`src/rtl/dds_phase_accum.sv`:
```
// Phase accumulator for the DDS chain: adds the active tuning word each enabled cycle,
// with immediate or wrap-deferred (glitch-free) tuning word updates and a phase offset.
module dds_phase_accum #(
    parameter int unsigned N = 14
) (
    input  logic         clk,
    input  logic         rst,
    input  logic         en,
    input  logic         phase_clr,
    input  logic [N-1:0] ftw_in,
    input  logic         ftw_ld,
    input  logic         ftw_sync,
    input  logic [N-1:0] phase_ofs,
    output logic [N-1:0] phase,
    output logic         wrap,
    output logic         ftw_pending,
    output logic [N-1:0] ftw_active
);

    localparam int unsigned SUM_W = N + 1;

    logic [N-1:0]     acc_q,     acc_d;
    logic [N-1:0]     shadow_q,  shadow_d;
    logic [N-1:0]     active_q,  active_d;
    logic             pending_q, pending_d;
    logic [N-1:0]     phase_q,   phase_d;
    logic             wrap_q,    wrap_d;

    logic [SUM_W-1:0] sum_c;
    logic             adv_c;
    logic             carry_c;

    assign sum_c   = SUM_W'(acc_q) + SUM_W'(active_q);
    assign adv_c   = en && !phase_clr;
    assign carry_c = sum_c[N];

    // Next-state: accumulator, output phase and tuning word bookkeeping
    always_comb begin
        acc_d     = acc_q;
        shadow_d  = shadow_q;
        active_d  = active_q;
        pending_d = pending_q;
        wrap_d    = 1'b0;
        phase_d   = N'(acc_q + phase_ofs);

        if (phase_clr) begin
            acc_d = '0;
        end else if (en) begin
            acc_d  = sum_c[N-1:0];
            wrap_d = carry_c;
        end

        // Deferred word takes effect on a wrap; a coincident deferred load refills the shadow
        if (adv_c && carry_c && pending_q) begin
            active_d  = shadow_q;
            pending_d = 1'b0;
        end

        if (ftw_ld) begin
            if (ftw_sync) begin
                shadow_d  = ftw_in;
                pending_d = 1'b1;
            end else begin
                active_d  = ftw_in;
                pending_d = 1'b0;
            end
        end
    end

    always_ff @(posedge clk) begin
        if (rst) begin
            acc_q     <= '0;
            shadow_q  <= '0;
            active_q  <= '0;
            pending_q <= 1'b0;
            phase_q   <= '0;
            wrap_q    <= 1'b0;
        end else begin
            acc_q     <= acc_d;
            shadow_q  <= shadow_d;
            active_q  <= active_d;
            pending_q <= pending_d;
            phase_q   <= phase_d;
            wrap_q    <= wrap_d;
        end
    end

    assign phase       = phase_q;
    assign wrap        = wrap_q;
    assign ftw_pending = pending_q;
    assign ftw_active  = active_q;

endmodule

```
`config.mk`:
```
export PLATFORM = sky130hd
export DESIGN_NAME = dds_phase_accum
export DESIGN_NICKNAME = d
export VERILOG_FILES = /design/src/rtl/dds_phase_accum.sv
export SDC_FILE = /design/constraint.sdc
export NUM_CORES = 1
export LEC_CHECK = 0
export CORE_MARGIN = 2
export CORE_UTILIZATION = 55
export CTS_CLUSTER_DIAMETER = 200
export CTS_CLUSTER_SIZE = 16
export DETAILED_ROUTE_END_ITERATION = 10
export DONT_BUFFER_PORTS = 1
export PLACE_DENSITY_LB_ADDON = 0.25
export SETUP_SLACK_MARGIN = 0.3
export SLEW_MARGIN = 15
export SYNTH_ARGS = -nofsm -noshare
export SYNTH_HDL_FRONTEND = slang
export SYNTH_SLANG_ARGS = --single-unit
```
`constraint.sdc`:
```
create_clock -name clk -period 4.5 [get_ports clk]
set_clock_uncertainty 0.2 [all_clocks]
set_input_delay 0.225 -clock clk [delete_from_list [all_inputs] [get_ports clk]]
set_output_delay 0.225 -clock clk [all_outputs]
set_load 0.02 [all_outputs]
```
==> results.txt, run 1 <==
----------------------------------------------------
[Worst setup path]
  Family of cells with the greatest summed delay on the critical path ... compound AO/OA/AOI/OAI gates
  Crit-path cells ... ha_1, fa_1, a211oi_1, o21ai_1, o2111a_1, o211ai_4, mux2i_1, a211oi_1
  Worst path arrival time ... around 2.8 ns
  Worst Path Max Fanout ... 14
  Worst Path Buf+Inv ... 0
  Cell type of the slowest stage on the worst timing path ... sky130_fd_sc_hd__o211ai_4
  Endpoint type of the worst setup path ... flip-flop
  Nature of the critical path startpoint ... flip-flop
  Max stage delay on crit path ... approximately 0.54 ns
  Top cell by count, worst path ... sky130_fd_sc_hd__a211oi_1
  CP required ... 4.46 ns
  Critical path type ... flip-flop to flip-flop

[Clock tree]
  CTS tree ... yes
  Buffer cell driving the clock tree root ... sky130_fd_sc_hd__clkbuf_8
  Number of post-CTS setup repair buffers ... 0
  Maximum level of the CTS H-tree ... 3
  CTS sink cnt ... 58
  CTS Buf Count ... 9
  Clock insertion delay at the later pin of the skew report ... 0.33 ns
  Count of hold-fix buffers inserted at cts ... 21
  Clock-pin slew on the worst setup and hold paths ... roughly 0.07 ns
  Post-cts gate resize count ... 0
  Number of buffers on the longest clock path ... 2

[Detailed routing]
  Detailed-route wire length per cell ... ~14 um
  Count of vias placed by the detailed router ... roughly 2700
  # DRC ... 0
  Vias/cell ... between 5 and 6
  Number of nets with antenna violations after detailed routing ... 0
  First-pass detailed-route iteration total ... 4
  Iteration-0 DRC count of the detailed router ... 148
  WL final ... approximately 6.7 mm

[Layout]
  Ratio of cells with drive above 1 in the final layout ... under 10%
  Final std cells w/o fill ... about 470
  Layout overhead on the synthesized area ... 12.3%
  Area taken by multi-input logic gates ... approximately 2000 um2
  N_diodes ... 0
  Number of nets in the layout ... 452
  Area taken by flip-flops and latches ... around 1200 um2
  Fill count ... a little under 500

[Synthesis]
  Synth Instances ... between 300 and 400
  Proportion of netlist area held by the largest area contributor ... a little over a third
  Total of flip-flops plus latches after synthesis ... 58
  Cell with the most instances after synthesis ... sky130_fd_sc_hd__dfxtp_1
  Most common library cells after synthesis ... sky130_fd_sc_hd__dfxtp_1 (58), sky130_fd_sc_hd__nor2_1 (43), sky130_fd_sc_hd__nand2_1 (39)
  Number of different library cells in the post-synthesis netlist ... 48
  Top post-synthesis cells by area ... sky130_fd_sc_hd__dfxtp_1 (35%), sky130_fd_sc_hd__ha_1 (10%), sky130_fd_sc_hd__mux2i_1 (6.1%), sky130_fd_sc_hd__a211oi_1 (5.0%), sky130_fd_sc_hd__nor2_1 (4.9%)
  Per-instance average area after synthesis ... around 8.8 um2
  Number of warning messages in the yosys log ... 0
  Post-synth net total ... ~440
  Flip-flop cell with the highest count after synthesis ... sky130_fd_sc_hd__dfxtp_1
  Cell area after technology mapping ... 3290 um2
  Register area share after synthesis ... a little over a third
  Post-synth ARST share ... 0%
  Number of enable-type register cells in the synthesized netlist ... 0
  Cell type with the highest aggregate area in the netlist ... sky130_fd_sc_hd__dfxtp_1

[STA]
  Transition time at the pin with the least slew margin ... just over 1 ns
  Summed negative setup slack over all endpoints ... 0 ns
  Total count of hold-check failures in the final report ... 0
  Unrepaired setup endpoints after global routing ... no
  Worst hold margin ... approximately 0.012 ns
  Finish-stage setup viols ... 0
  Post-layout minimum cycle time ... ~2.9 ns
  Final number of max-transition violations ... 0
  Max_slew headroom ... about a third
  Final clock period utilization by the worst path ... around 64%
  Top achievable clock speed ... 348 MHz

[Power]
  Sequential share of power ... between 50% and 60%
  Reported leakage power ... roughly 1.7 nW
  Switching power of the nets ... ~0.31 mW
  Combinational share of power ... between 10% and 20%
  PD cells ... 308 nW/um2
  P_int ... 0.823 mW
  Switching Fraction ... between 20% and 30%
  Clock share of power ... 35.6%
  Worst vdd ir ... around 230 uV

[Global route]
  Wire length of the first global-routing pass ... about 12 mm
  Largest net degree at the start of global routing ... 48
  Overflow after GRT ... 0
  Via count of the first global-routing pass ... approximately 2500
  All-Layer GR Usage ... 22.5%
  Number of antenna violations at the first check in global routing ... 0

[Floorplan]
  Number of primary I/O pins ... between 60 and 70
  Effective utilization at floorplan ... a little under three fifths
  Floorplan Core Area ... roughly 6000 um2
  Die area ... around 6600 um2
  Die height ... ~80 um
  Total number of placement rows ... 28
  Die outline width ... between 80 and 90 um

[Status]
  Result of the run ... completed

[Run]
  Number of max-cap violations ... 0

[Place]
  Port bufs ... 0
  Placed cell count ... 432
  Global placer's final weighted congestion ... approximately 0.76
  Final HPWL DP ... 4.81 mm

[Worst hold path]
  Class of the tightest hold or removal check ... input port to flip-flop

----------------------------------------------------
-- state kept, by name, indices dropped and copies added, names as in the netlist --
name,cells
shadow_q,14
phase,14
acc_q,14
ftw_active,14
wrap,1
ftw_pending,1
-- per-layer routing --
layer	vias to the layer above	wire length (um)	GRT usage [%]
li1	1395	-	-
met2	59	3190	37.6
met3	12	377	5.00
met5	-	0	0
met1	1207	3050	28.0
met4	0	117	9.15
-- logic make-up (layout without fill, tap and decap cells) --
logic type      count (synthesis)  in the layout  synth area share [%]
fa+ha+maj                      29             29                  11.5
buf+inv                        21             43                  2.89
simple gates                  114            114                  15.8
flops                          58             58                  35.3
xor+xnor                       17             17                  4.53
mux                            21             21                  6.43
compound gates                112            112                  23.5
-- power groups by stage --
stage / Sequential, mW / Combinational (mW) / Clock [mW]
4_1_cts: 0.586 / 0.147 / 0.417
6_report: 0.585 / 0.146 / 0.405
2_1_floorplan: 0.590 / 0.110 / 0
3_5_place_dp: 0.597 / 0.119 / 0
5_1_grt: 0.589 / 0.166 / 0.439
3_3_place_gp: 0.597 / 0.116 / 0
-- layout make-up --
| type | instances | share of cell area [%] |
|---|---|---|
| Tap cell | 75 | 2.54 |
| Multi-Input combinational cell | 293 | 55.0 |
| Clock buffer | 13 | 4.03 |
| Clock inverter | 3 | 0.407 |
| Inverter | 6 | 0.610 |
| Sequential cell | 58 | 31.4 |
| Timing Repair Buffer | 21 | 5.96 |
-- worst paths after layout --
| path | slack, ns | startpoint | end | cells past startpoint |
|---|---|---|---|---|
| max reg2reg | 1.63 | ftw_active[0] | ftw_active[3] | 8 |
| max | 1.63 | ftw_active[0] | ftw_active[3] | 8 |
| min | 0.01 | en | acc_q[10] | 2 |
| min reg2reg | 0.25 | shadow_q[11] | shadow_q[11] | 2 |
-- metrics by stage --
step / util, % / instance area [um2] / setup slack, ns / power [mW]
6_report: 63.1 / 3690 / 1.63 / 1.14
5_1_grt: 63.1 / 3690 / 1.42 / 1.19
4_1_cts: 63.1 / 3690 / 1.62 / 1.15
3_5_place_dp: 56.6 / 3310 / 1.63 / 0.716
3_3_place_gp: 56.6 / 3310 / 1.67 / 0.713
2_1_floorplan: - / 3290 / 1.99 / 0.700
-- placed cells by master, fill, tap and decap left out, types with 5 or more instances in the layout --
| cell | n |
|---|---|
| sky130_fd_sc_hd__a211oi_1 | 22 |
| sky130_fd_sc_hd__a21o_1 | 11 |
| sky130_fd_sc_hd__a21oi_1 | 27 |
| sky130_fd_sc_hd__clkbuf_8 | 10 |
| sky130_fd_sc_hd__dfxtp_1 | 58 |
| sky130_fd_sc_hd__dlygate4sd3_1 | 20 |
| sky130_fd_sc_hd__ha_1 | 27 |
| sky130_fd_sc_hd__inv_1 | 6 |
| sky130_fd_sc_hd__mux2i_1 | 20 |
| sky130_fd_sc_hd__nand2_1 | 39 |
| sky130_fd_sc_hd__nor2_1 | 43 |
| sky130_fd_sc_hd__nor2b_1 | 6 |
| sky130_fd_sc_hd__nor3_1 | 5 |
| sky130_fd_sc_hd__o21a_1 | 8 |
| sky130_fd_sc_hd__o21ai_0 | 14 |
| sky130_fd_sc_hd__o21ai_1 | 9 |
| sky130_fd_sc_hd__xnor2_1 | 8 |
| sky130_fd_sc_hd__xor2_1 | 9 |
Power figures use the tool's default switching activity.
==> inputs of run 2 (changes only) <==
==> constraint.sdc (replaced) <==
create_clock -name clk -period 2.5 [get_ports clk]
set_clock_uncertainty 0.2 [all_clocks]
set_input_delay 0.125 -clock clk [delete_from_list [all_inputs] [get_ports clk]]
set_output_delay 0.125 -clock clk [all_outputs]
set_load 0.02 [all_outputs]
==> results.txt, run 2 (synthesized netlist as in run 1, its figures left out) <==
----------------------------------------------------
[Detailed routing]
  Vias/cell ... approximately 5.6
  First-pass detailed-route iteration total ... 4
  # DRC ... 0
  Number of nets with antenna violations after detailed routing ... 0
  WL final ... about 7.5 mm
  Detailed-route wire length per cell ... roughly 15 um
  Count of vias placed by the detailed router ... about 2800
  Iteration-0 DRC count of the detailed router ... 80

[Layout]
  N_diodes ... 0
  Fill count ... 415
  Number of nets in the layout ... roughly 480
  Most frequent cells in the layout ... sky130_fd_sc_hd__dfxtp_1 (51), sky130_fd_sc_hd__nor2_1 (41), sky130_fd_sc_hd__nand2_1 (39), sky130_fd_sc_hd__dlygate4sd3_1 (27), sky130_fd_sc_hd__a21oi_1 (24)
  Ratio of cells with drive above 1 in the final layout ... 19.8%
  Layout overhead on the synthesized area ... 29.1%
  Most frequent standard cell in the layout excluding fill and tap cells ... sky130_fd_sc_hd__dfxtp_1
  Finished layout cell area ... approximately 4200 um2

[STA]
  Finish-stage setup viols ... 0
  Unrepaired setup endpoints after global routing ... yes
  Top achievable clock speed ... 407 MHz
  Post-layout minimum cycle time ... around 2.5 ns
  Max_slew headroom ... a little over a third
  Transition time at the pin with the least slew margin ... a little under 1 ns
  Final number of max-transition violations ... 0
  Final clock period utilization by the worst path ... 98.2%
  Total count of hold-check failures in the final report ... 0

[Clock tree]
  Clock insertion delay at the later pin of the skew report ... between 0.3 and 0.4 ns
  CTS tree ... yes
  Maximum level of the CTS H-tree ... 3
  CTS Buf Count ... 9
  Clock-pin slew on the worst setup and hold paths ... roughly 0.060 ns
  CTS sink cnt ... slightly below 60
  Buffer cell driving the clock tree root ... sky130_fd_sc_hd__clkbuf_8
  Number of buffers on the longest clock path ... 2

[Global route]
  Largest net degree at the start of global routing ... about 50
  Number of antenna violations at the first check in global routing ... 0
  Via count of the first global-routing pass ... approximately 2700
  All-Layer GR Usage ... a little under a quarter
  Overflow after GRT ... 0
  Wire length of the first global-routing pass ... around 12 mm

[Power]
  PD cells ... 513 nW/um2
  Switching power of the nets ... around 0.6 mW
  Clock share of power ... 36.4%
  Switching Fraction ... between 20 and 30%
  Final total power ... between 2 and 2.5 mW
  Reported leakage power ... roughly 1.8 nW
  Sequential share of power ... 47.5%
  Worst vdd ir ... 441 uV
  Combinational share of power ... ~16%
  P_int ... between 1.5 and 2 mW

[Place]
  Final HPWL DP ... 4.94 mm
  Area post-placement ... around 3500 um2
  Port bufs ... 0
  Global placer's final weighted congestion ... between 0.8 and 0.9

[Worst hold path]
  Class of the tightest hold or removal check ... input port to flip-flop
  Hold depth ... 3

[Worst setup path]
  Nature of the critical path startpoint ... flip-flop
  Critical path type ... flip-flop to flip-flop
  CP required ... roughly 2.5 ns
  Endpoint type of the worst setup path ... flip-flop
  Worst path arrival time ... about 2.4 ns
  Depth of the worst register-to-register path ... 9
  Worst Path Max Fanout ... 7

[Floorplan]
  Number of primary I/O pins ... 64
  Die outline width ... approximately 81 um
  Effective utilization at floorplan ... 56.2%
  Die height ... a little over 80 um
  Total number of placement rows ... 28
  Die area ... roughly 6600 um2
  Floorplan Core Area ... between 5000 and 6000 um2

[Run]
  Number of max-cap violations ... 0

[Status]
  Result of the run ... completed

----------------------------------------------------
-- run 2: cell types whose count changed in the layout (fill, tap and decap cells not counted), moves of 3 or more --
cell	change
sky130_fd_sc_hd__buf_4	+22
sky130_fd_sc_hd__ha_1	-8
sky130_fd_sc_hd__dfxtp_1	-7
sky130_fd_sc_hd__dlygate4sd3_1	+7
sky130_fd_sc_hd__ha_4	+7
sky130_fd_sc_hd__dfxtp_2	+4
sky130_fd_sc_hd__a211oi_1	-3
sky130_fd_sc_hd__a211oi_2	+3
sky130_fd_sc_hd__a21oi_1	-3
sky130_fd_sc_hd__dfxtp_4	+3
-- run 2: critical path: stages, from the launching register on --
cell and delay [ns]:
sky130_fd_sc_hd__dfxtp_4 0.38, sky130_fd_sc_hd__ha_4 0.17, sky130_fd_sc_hd__fa_2 0.35, sky130_fd_sc_hd__a211oi_2 0.25
sky130_fd_sc_hd__o21ai_1 0.09, sky130_fd_sc_hd__o2111a_2 0.15, sky130_fd_sc_hd__o211ai_4 0.22, sky130_fd_sc_hd__clkbuf_16 0.21
sky130_fd_sc_hd__mux2i_1 0.19, sky130_fd_sc_hd__a211oi_1 0.08
-- run 2: routing by layer --
metal  vias to the layer above  GRT usage (%)  part of all wire, %
met5                         -              0                    0
met1                      1272           29.2                   45
li1                       1448              -                    -
met4                         0           9.66                  1.6
met3                        15           5.78                  5.4
met2                        76           38.9                   48
-- run 2: layout make-up --
type | count | area (um2) | area share (%)
timing repair buffer | 52 | 500 | 11.8
clock inverter | 2 | 10.0 | 0.236
sequential | 58 | 1180 | 27.7
tap | 75 | 93.8 | 2.21
inverter | 6 | 22.5 | 0.531
multi-input combinational | 293 | 2270 | 53.4
clock buffer | 14 | 173 | 4.07
-- run 2: final timing paths --
check           startpoint       endpoint  slack, ns
min reg2reg    shadow_q[6]    shadow_q[6]       0.25
max reg2reg  ftw_active[0]  ftw_active[6]       0.05
min          phase_ofs[11]      phase[11]       0.02
max          ftw_active[0]  ftw_active[6]       0.05
-- run 2: metrics by stage --
step	setup WS [ns]	hold WS [ns]	std cells	utilization [%]	TNS, ns
3_5_place_dp	0.0257	0.00449	448	59.6	0
2_1_floorplan	0.133	0.0610	372	-	0
3_3_place_gp	0.0839	0.000342	448	59.6	0
5_1_grt	-0.0272	0.0622	500	72.6	-0.277
4_1_cts	0.0320	0.0132	497	69.4	0
6_report	0.0459	0.0216	500	72.6	0
-- run 2: what timing repair did --
item | CTS | global route
resized for setup | 15 | 27
pin swaps | 9 | 27
setup endpoints to repair | 20 | 29
hold buffers | 28 | 0
cloned | 0 | 1
hold endpoints to repair | 58 | 0
setup buffers | 5 | 2
-- run 2: power by group through the flow --
stage	clock network, mW	logic [mW]	registers (mW)
after floorplan	0	0.201	1.06
after global placement	0	0.258	1.05
after detailed placement	0	0.264	1.05
after CTS	0.796	0.330	1.03
after global routing	0.836	0.389	1.04
final	0.792	0.352	1.03
